File: src/rtl/regfile_pkg.sv
// Shared constants and types for the register-file writeback path.
package regfile_pkg;

  localparam int LANES = 16;
  localparam int XLEN  = 32;
  localparam int AW    = 4;

  localparam logic [AW-1:0] PC_REG = 4'd15;

  typedef logic [LANES*XLEN-1:0] lane_vec_t;

  typedef struct packed {
    logic [AW-1:0] addr;
    logic          vec;
    lane_vec_t     data;
  } wb_req_t;

  // r15 is the PC: scalar writes to it must never reach the register file.
  function automatic logic is_pc_write(input wb_req_t req);
    return (req.vec == 1'b0) && (req.addr == PC_REG);
  endfunction

endpackage

File: src/rtl/regfile_wb_arbiter_if.sv
// Requester, stall and writeback signals of regfile_wb_arbiter.
// Perf counter wires exist only when REGFILE_WB_PERF_EN is defined.
interface regfile_wb_arbiter_if;
  import regfile_pkg::*;

  logic          alu_valid_i;
  logic          alu_ready_o;
  logic [AW-1:0] alu_addr_i;
  logic          alu_vec_i;
  lane_vec_t     alu_data_i;

  logic          mem_valid_i;
  logic          mem_ready_o;
  logic [AW-1:0] mem_addr_i;
  logic          mem_vec_i;
  lane_vec_t     mem_data_i;

  logic          stall_i;

  logic          wb_we_o;
  logic [AW-1:0] wb_addr_o;
  logic          wb_vec_o;
  lane_vec_t     wb_data_o;
  logic          err_r15_o;

`ifdef REGFILE_WB_PERF_EN
  logic [31:0]   perf_alu_cnt_o;
  logic [31:0]   perf_mem_cnt_o;
  logic [31:0]   perf_conflict_cnt_o;
`endif

  modport master (
    output alu_valid_i, alu_addr_i, alu_vec_i, alu_data_i,
    output mem_valid_i, mem_addr_i, mem_vec_i, mem_data_i,
    output stall_i,
    input  alu_ready_o, mem_ready_o,
    input  wb_we_o, wb_addr_o, wb_vec_o, wb_data_o, err_r15_o
`ifdef REGFILE_WB_PERF_EN
    , input perf_alu_cnt_o, perf_mem_cnt_o, perf_conflict_cnt_o
`endif
  );

  modport slave (
    input  alu_valid_i, alu_addr_i, alu_vec_i, alu_data_i,
    input  mem_valid_i, mem_addr_i, mem_vec_i, mem_data_i,
    input  stall_i,
    output alu_ready_o, mem_ready_o,
    output wb_we_o, wb_addr_o, wb_vec_o, wb_data_o, err_r15_o
`ifdef REGFILE_WB_PERF_EN
    , output perf_alu_cnt_o, perf_mem_cnt_o, perf_conflict_cnt_o
`endif
  );

endinterface

File: src/rtl/rr_arb2.sv
// Two-input round-robin arbiter; req[0]/gnt[0] is the ALU, req[1]/gnt[1] the MEM port.
module rr_arb2 (
  input  logic       clk,
  input  logic       rst,
  input  logic [1:0] req,
  input  logic       en,
  output logic [1:0] gnt
);

  logic prio_r;

  // Combinational grant so ready can answer in the same cycle as valid.
  always_comb begin
    gnt = 2'b00;
    if (en) begin
      case (req)
        2'b01:   gnt = 2'b01;
        2'b10:   gnt = 2'b10;
        2'b11:   gnt = prio_r ? 2'b10 : 2'b01;
        default: gnt = 2'b00;
      endcase
    end else begin
      gnt = 2'b00;
    end
  end

  // After any grant, priority moves to the requester that was not served.
  always_ff @(posedge clk or posedge rst) begin
    if (rst) begin
      prio_r <= 1'b0;
    end else if (gnt[0]) begin
      prio_r <= 1'b1;
    end else if (gnt[1]) begin
      prio_r <= 1'b0;
    end else begin
      prio_r <= prio_r;
    end
  end

endmodule

File: src/rtl/regfile_wb_arbiter.sv
// Shares the register-file write port between ALU and load writeback.
// Optional perf counters are built when REGFILE_WB_PERF_EN is defined.
module regfile_wb_arbiter
  import regfile_pkg::*;
(
  input  logic                 clk,
  input  logic                 rst,
  regfile_wb_arbiter_if.slave  bus
);

  logic [1:0]    req_s;
  logic [1:0]    gnt_s;
  logic          acc_s;
  wb_req_t       alu_req_s;
  wb_req_t       mem_req_s;
  wb_req_t       sel_req_s;

  logic          wb_we_r;
  logic [AW-1:0] wb_addr_r;
  logic          wb_vec_r;
  lane_vec_t     wb_data_r;
  logic          err_r15_r;

  assign req_s     = {bus.mem_valid_i, bus.alu_valid_i};
  assign alu_req_s = {bus.alu_addr_i, bus.alu_vec_i, bus.alu_data_i};
  assign mem_req_s = {bus.mem_addr_i, bus.mem_vec_i, bus.mem_data_i};

  rr_arb2 u_arb (
    .clk (clk),
    .rst (rst),
    .req (req_s),
    .en  (~bus.stall_i),
    .gnt (gnt_s)
  );

  assign bus.alu_ready_o = gnt_s[0];
  assign bus.mem_ready_o = gnt_s[1];
  assign acc_s           = |gnt_s;

  // Winning request fields.
  always_comb begin
    sel_req_s = alu_req_s;
    if (gnt_s[1]) begin
      sel_req_s = mem_req_s;
    end else begin
      sel_req_s = alu_req_s;
    end
  end

  // Output register; a dropped r15 write leaves addr/data untouched and only flags the error.
  always_ff @(posedge clk or posedge rst) begin
    if (rst) begin
      wb_we_r   <= 1'b0;
      wb_addr_r <= '0;
      wb_vec_r  <= 1'b0;
      wb_data_r <= '0;
      err_r15_r <= 1'b0;
    end else begin
      wb_we_r   <= 1'b0;
      err_r15_r <= 1'b0;
      if (acc_s) begin
        if (is_pc_write(sel_req_s)) begin
          err_r15_r <= 1'b1;
        end else begin
          wb_we_r   <= 1'b1;
          wb_addr_r <= sel_req_s.addr;
          wb_vec_r  <= sel_req_s.vec;
          wb_data_r <= sel_req_s.data;
        end
      end
    end
  end

  assign bus.wb_we_o   = wb_we_r;
  assign bus.wb_addr_o = wb_addr_r;
  assign bus.wb_vec_o  = wb_vec_r;
  assign bus.wb_data_o = wb_data_r;
  assign bus.err_r15_o = err_r15_r;

`ifdef REGFILE_WB_PERF_EN
  logic [31:0] perf_alu_r;
  logic [31:0] perf_mem_r;
  logic [31:0] perf_conf_r;

  // Accept and contention counters, free-running with natural wrap.
  always_ff @(posedge clk or posedge rst) begin
    if (rst) begin
      perf_alu_r  <= 32'd0;
      perf_mem_r  <= 32'd0;
      perf_conf_r <= 32'd0;
    end else begin
      perf_alu_r  <= perf_alu_r + {31'd0, gnt_s[0]};
      perf_mem_r  <= perf_mem_r + {31'd0, gnt_s[1]};
      perf_conf_r <= perf_conf_r + {31'd0, (&req_s) & ~bus.stall_i};
    end
  end

  assign bus.perf_alu_cnt_o      = perf_alu_r;
  assign bus.perf_mem_cnt_o      = perf_mem_r;
  assign bus.perf_conflict_cnt_o = perf_conf_r;
`endif

endmodule

File: src/flat_wrapper.sv
// flat-port wrapper written by rule: the top's interface ports become plain ports
module regfile_wb_arbiter_flat import regfile_pkg::*;
  (clk, rst, bus_alu_valid_i, bus_alu_addr_i, bus_alu_vec_i, bus_alu_data_i, bus_mem_valid_i, bus_mem_addr_i, bus_mem_vec_i, bus_mem_data_i, bus_stall_i, bus_alu_ready_o, bus_mem_ready_o, bus_wb_we_o, bus_wb_addr_o, bus_wb_vec_o, bus_wb_data_o, bus_err_r15_o);
  regfile_wb_arbiter_if bus_i ();
  input  logic clk;
  input  logic rst;
  input wire logic [$bits(bus_i.alu_valid_i)-1:0] bus_alu_valid_i;
  input wire logic [$bits(bus_i.alu_addr_i)-1:0] bus_alu_addr_i;
  input wire logic [$bits(bus_i.alu_vec_i)-1:0] bus_alu_vec_i;
  input wire logic [$bits(bus_i.alu_data_i)-1:0] bus_alu_data_i;
  input wire logic [$bits(bus_i.mem_valid_i)-1:0] bus_mem_valid_i;
  input wire logic [$bits(bus_i.mem_addr_i)-1:0] bus_mem_addr_i;
  input wire logic [$bits(bus_i.mem_vec_i)-1:0] bus_mem_vec_i;
  input wire logic [$bits(bus_i.mem_data_i)-1:0] bus_mem_data_i;
  input wire logic [$bits(bus_i.stall_i)-1:0] bus_stall_i;
  output wire logic [$bits(bus_i.alu_ready_o)-1:0] bus_alu_ready_o;
  output wire logic [$bits(bus_i.mem_ready_o)-1:0] bus_mem_ready_o;
  output wire logic [$bits(bus_i.wb_we_o)-1:0] bus_wb_we_o;
  output wire logic [$bits(bus_i.wb_addr_o)-1:0] bus_wb_addr_o;
  output wire logic [$bits(bus_i.wb_vec_o)-1:0] bus_wb_vec_o;
  output wire logic [$bits(bus_i.wb_data_o)-1:0] bus_wb_data_o;
  output wire logic [$bits(bus_i.err_r15_o)-1:0] bus_err_r15_o;
  assign bus_i.alu_valid_i = bus_alu_valid_i;
  assign bus_i.alu_addr_i = bus_alu_addr_i;
  assign bus_i.alu_vec_i = bus_alu_vec_i;
  assign bus_i.alu_data_i = bus_alu_data_i;
  assign bus_i.mem_valid_i = bus_mem_valid_i;
  assign bus_i.mem_addr_i = bus_mem_addr_i;
  assign bus_i.mem_vec_i = bus_mem_vec_i;
  assign bus_i.mem_data_i = bus_mem_data_i;
  assign bus_i.stall_i = bus_stall_i;
  assign bus_alu_ready_o = bus_i.alu_ready_o;
  assign bus_mem_ready_o = bus_i.mem_ready_o;
  assign bus_wb_we_o = bus_i.wb_we_o;
  assign bus_wb_addr_o = bus_i.wb_addr_o;
  assign bus_wb_vec_o = bus_i.wb_vec_o;
  assign bus_wb_data_o = bus_i.wb_data_o;
  assign bus_err_r15_o = bus_i.err_r15_o;
  regfile_wb_arbiter u_core (.clk(clk), .rst(rst), .bus(bus_i));
endmodule
File: config.mk
export PLATFORM = sky130hd
export DESIGN_NAME = regfile_wb_arbiter_flat
export DESIGN_NICKNAME = d
export VERILOG_FILES = /design/src/rtl/regfile_pkg.sv /design/src/rtl/regfile_wb_arbiter_if.sv /design/src/rtl/rr_arb2.sv /design/src/rtl/regfile_wb_arbiter.sv /design/src/flat_wrapper.sv
export SDC_FILE = /design/constraint.sdc
export NUM_CORES = 2
export LEC_CHECK = 0
export ABC_AREA = 1
export CORE_AREA = 5 5 603 605
export CTS_BUF_LIST = sky130_fd_sc_hd__clkbuf_2 sky130_fd_sc_hd__clkbuf_4 sky130_fd_sc_hd__clkbuf_8
export DETAILED_ROUTE_END_ITERATION = 8
export DIE_AREA = 0 0 608 610
export DONT_BUFFER_PORTS = 1
export GPL_ROUTABILITY_DRIVEN = 0
export HOLD_SLACK_MARGIN = 0.15
export PLACE_DENSITY = 0.3
export SYNTH_ARGS = -nofsm -noshare
export SYNTH_HDL_FRONTEND = slang
export SYNTH_SLANG_ARGS = --single-unit
File: constraint.sdc
create_clock -name clk -period 18.2 [get_ports clk]
set_input_delay 0 -clock clk [delete_from_list [all_inputs] [get_ports clk]]
set_output_delay 0 -clock clk [all_outputs]
set_load 0.02 [all_outputs]
==> reports/metrics.cfg, run 1 <==
[placed_design]
io_buffers = 0
dp_hpwl_um = 217000

[die]
fp-row-count = 220
start_util_pct = 7.49
io_pins = 1560
die_width_um = 608
chipHeight_um = 610

[clocking]
htree_levels = 3
cts_setup_buffers = 0
clock_path_buffers = 4
cts.sinks = 520
cts_resized = 0
ctsHoldBuffers = 1733
cts_made_buffers = 117
root_buffer = clkbuf_8

[synthesis]
syn-num-nets = 4969
avgSynthCellArea_um2 = 6.82
synth_top_family_by_area = simple AND/OR/NAND/NOR gates
yosysWarnings = 0
syn-cell-area_um2 = 26800
synthXorXnorAreaFrac_pct = 0
yosysTopAreaCell = dfrtp_1
synthSimpleGateAreaFrac_pct = 46.1
ys_seq_elements = 520
yosysSeqAreaShare_pct = 48.6
synth.area.top_cells = dfrtp_1 (49%), nand2_1 (36%), nand3_1 (9.8%)
synth_top_area_share_pct = 48.6
ys_types = 17
muxShareOfSynthArea_pct = 0
syn-instance-count = 3930
synth_compound_area_share_pct = 0.117
synth_fa_ha_area_share_pct = 0

[run_status]
tool.error = [ERROR RSZ-0060] Max buffer count reached.
failed_stage = clock tree synthesis
status = aborted with a tool error

cells by family after synthesis:
group,count (synthesis)
AOI/OAI and AO/OA,4
buffers and inverters,296
DFF,520
and+or+nand+nor,3110
Yosys cell counts (all sizes together):
cell    number
a211oi       1
buf        203
clkbuf      82
dfrtp      520
inv         11
nand2     2584
nand3      522
nor2         4
o21ai        1
o21bai       2
per-stage QoR:
step | instances | area (um^2) | setup slack, ps | utilization, %
after floorplan | 3930 | 26800 | 3670 | -
after detailed placement | 8456 | 31800 | 12580 | 8.89
after global placement | 8456 | 31800 | 12740 | 8.89
==> inputs of run 2 (changes only) <==
--- a/config.mk
+++ b/config.mk
@@ -7,13 +7,11 @@
 export LEC_CHECK = 0
 export ABC_AREA = 1
 export CORE_AREA = 5 5 603 605
-export CTS_BUF_LIST = sky130_fd_sc_hd__clkbuf_2 sky130_fd_sc_hd__clkbuf_4 sky130_fd_sc_hd__clkbuf_8
 export DETAILED_ROUTE_END_ITERATION = 8
 export DIE_AREA = 0 0 608 610
 export DONT_BUFFER_PORTS = 1
 export GPL_ROUTABILITY_DRIVEN = 0
-export HOLD_SLACK_MARGIN = 0.15
-export PLACE_DENSITY = 0.3
+export PLACE_DENSITY_LB_ADDON = 0.15
 export SYNTH_ARGS = -nofsm -noshare
 export SYNTH_HDL_FRONTEND = slang
 export SYNTH_SLANG_ARGS = --single-unit
==> reports/metrics.cfg, run 2 <==
[die]
core-area_um2 = 358000
start_util_pct = 7.49
die_area_um2 = 371000
fp-row-count = 220
io_pins = 1560
chipHeight_um = 610
die_width_um = 608

[synthesis]
synthArstFlopShare_pct = 100
syn-num-nets = 4969
yosys_most_used_dff = dfrtp_1
synth_common_cells = nand2_1 (2,582), nand3_1 (522), dfrtp_1 (520)
avgSynthCellArea_um2 = 6.82
syn-cell-area_um2 = 26800
synth_edf_count = 0
synth_top_area_share_pct = 48.6
yosysSeqAreaShare_pct = 48.6
yosysWarnings = 0
yosysTopAreaCell = dfrtp_1
synth.area.top_cells = dfrtp_1 (49%), nand2_1 (36%), nand3_1 (9.8%)
syn-instance-count = 3930
ys_types = 17
ys_seq_elements = 520
synth_most_common_cell = nand2_1

[drt]
vias = 32000
antenna_left = 0
drc = 0
drtIter0Drc = 2347
wl_per_cell_um = 24.5
first_pass_iters = 6
vias_per_cell = 3.20
totalWireLength_um = 245000

[placed_design]
place_area_um2 = 31800
io_buffers = 0
dp_hpwl_um = 198000

[pwr]
ir_drop_mv = 0.0579
leakage_nw = 22.3
switching_power_mw = 2.16
swShare_pct = 42.6
p_int_mw = 2.91
p_seq_share_pct = 46.1
power_density_nw_per_um2 = 104
p_comb_share_pct = 19.8
finalPower_mw = 5.06
clkPwrFrac_pct = 34.1

[timing]
rsz0062_at_grt = no
worstMarginPinSlew_ps = 1250
slew_violations = 0
finalSetupViolCount = 0
finalCritPeriodShare_pct = 30.7
hold_violations = 0
max-slew-margin-rel_pct = 16.9
fin_skew_ps = 21.7
setup_tns_ps = 0
fmax_mhz = 179
period_needed_ps = 5580

[grt]
grt_use_total_pct = 12.7
grt_pass1_vias = 33300
grt_pass1_wl_um = 321000
grt_start_max_net_pins = 155
grt-ovfl-total = 0
antenna_found_initial = 41

[worst_setup_path]
worst_ep_arrival_time_ps = 6290
required_ps = 18910
crit_type = flop to flop
crit_fanout = 107
cp-start-kind = flop
cp-end-kind = flop

[clocking]
root_buffer = clkbuf_16
cts.sinks = 520
cts_tree = built
htree_levels = 3
cts_made_buffers = 85
clock_path_buffers = 4
path_clk_slew_ps = 60
clock_latency_ps = 790
cts_setup_buffers = 0

[flow_run]
drv_cap = 0

[cells_and_area]
areaGrowthSynthToFinish_pct = 81.3
drive_gt1_share_pct = 3.64
layout_commonest_cell = nand2_1
final_cell_area_um2 = 48600
layout_common_cells = nand2_1 (2,581), dlygate4sd3_1 (1,374), nand3_1 (522)
nets = 6189
largest_reg_flops = 512

[run_status]
status = finished, final reports clean

[worst_hold_path]
min_path_type = input port to flop

==> run 2: cell counts after synthesis <==
Identical to the previous run, type by type.
==> run 2: repair_timing <==
action / CTS / global route
endpoints found under the hold margin: 685 / 0
hold buffers: 1375 / 0
resized for setup: 0 / 0
==> run 2: worst paths after layout <==
| path | cells past startpoint | slack (ps) | startpoint | endpoint |
|---|---|---|---|---|
| setup / recovery | 13 | 12620 | u_core.u_arb.prio_r | u_core.bus.wb_data_o[63] |
| hold / removal | 5 | 90 | bus_mem_data_i[455] | u_core.bus.wb_data_o[455] |
| setup reg to reg | 13 | 12620 | u_core.u_arb.prio_r | u_core.bus.wb_data_o[63] |
| hold reg to reg | 2 | 590 | u_core.u_arb.prio_r | u_core.u_arb.prio_r |
| max in group asynchronous | 8 | 13810 | rst | u_core.bus.wb_data_o[450] |
| min in group asynchronous | 4 | 420 | rst | u_core.bus.wb_data_o[133] |
==> run 2: kinds of logic (layout without fill, tap and decap cells) <==
group / count (synthesis) / in the layout / share of synthesized area [%]
other: 0 / 29 / 0
AND/OR/NAND/NOR: 3110 / 3110 / 46.1
buffers and inverters: 296 / 1582 / 5.23
AO/OA/AOI/OAI: 4 / 4 / 0.117
flip-flops: 520 / 520 / 48.6
==> run 2: layout make-up <==
type	instances	area (um^2)
flip-flops and latches	520	13000
well taps	4773	5970
fillers	41100	309000
multi-input cells	3114	12400
inverters	11	63.8
repair buffers	1418	14200
clock buffers	126	2520
diodes	29	72.6
clock inverters	27	339
==> run 2: routing by layer <==
metal  routed length, um  vias up  track usage (%)
li1                    -    14700                -
met1               94900    15800             14.4
met2              121000     1319             22.2
met3               22100      261             4.76
met4                7450       14             3.38
met5                 100        -                0
==> run 2: power groups by stage <==
| stage | combinational, mW | clock (mW) | sequential, mW |
|---|---|---|---|
| floorplan | 0.453 | 0 | 1.88 |
| global placement | 0.703 | 0 | 2.46 |
| detailed placement | 0.708 | 0 | 2.45 |
| CTS | 1.03 | 1.83 | 2.43 |
| global route | 1.13 | 1.85 | 2.41 |
| finish | 1.00 | 1.73 | 2.34 |
==> run 2: worst max-delay path: stages, from the launching register on <==
cell           delay, ps
dfrtp_1              370
inv_2                 50
nand2_2              150
nand2_8              410
inv_8                560
buf_4                770
buf_4                900
nand2_1              150
dlygate4sd3_1        620
nand2_1               60
dlygate4sd3_1        560
nand3_1               70
dlygate4sd3_1        610
nand2_1               70
==> run 2: through the flow <==
step                      std cells  setup WS (ps)  utilization [%]  hold slack [ps]
after floorplan                3930           3670                -             94.7
after global placement         8461          13250             8.90            -44.0
after detailed placement       8461          13170             8.90            -37.6
after CTS                      9989          12540             13.6            0.149
after global routing          10000          12210             13.6             51.1
final                         10000          12620             13.6             87.0
Note: power is estimated with default switching activity, not from simulation.
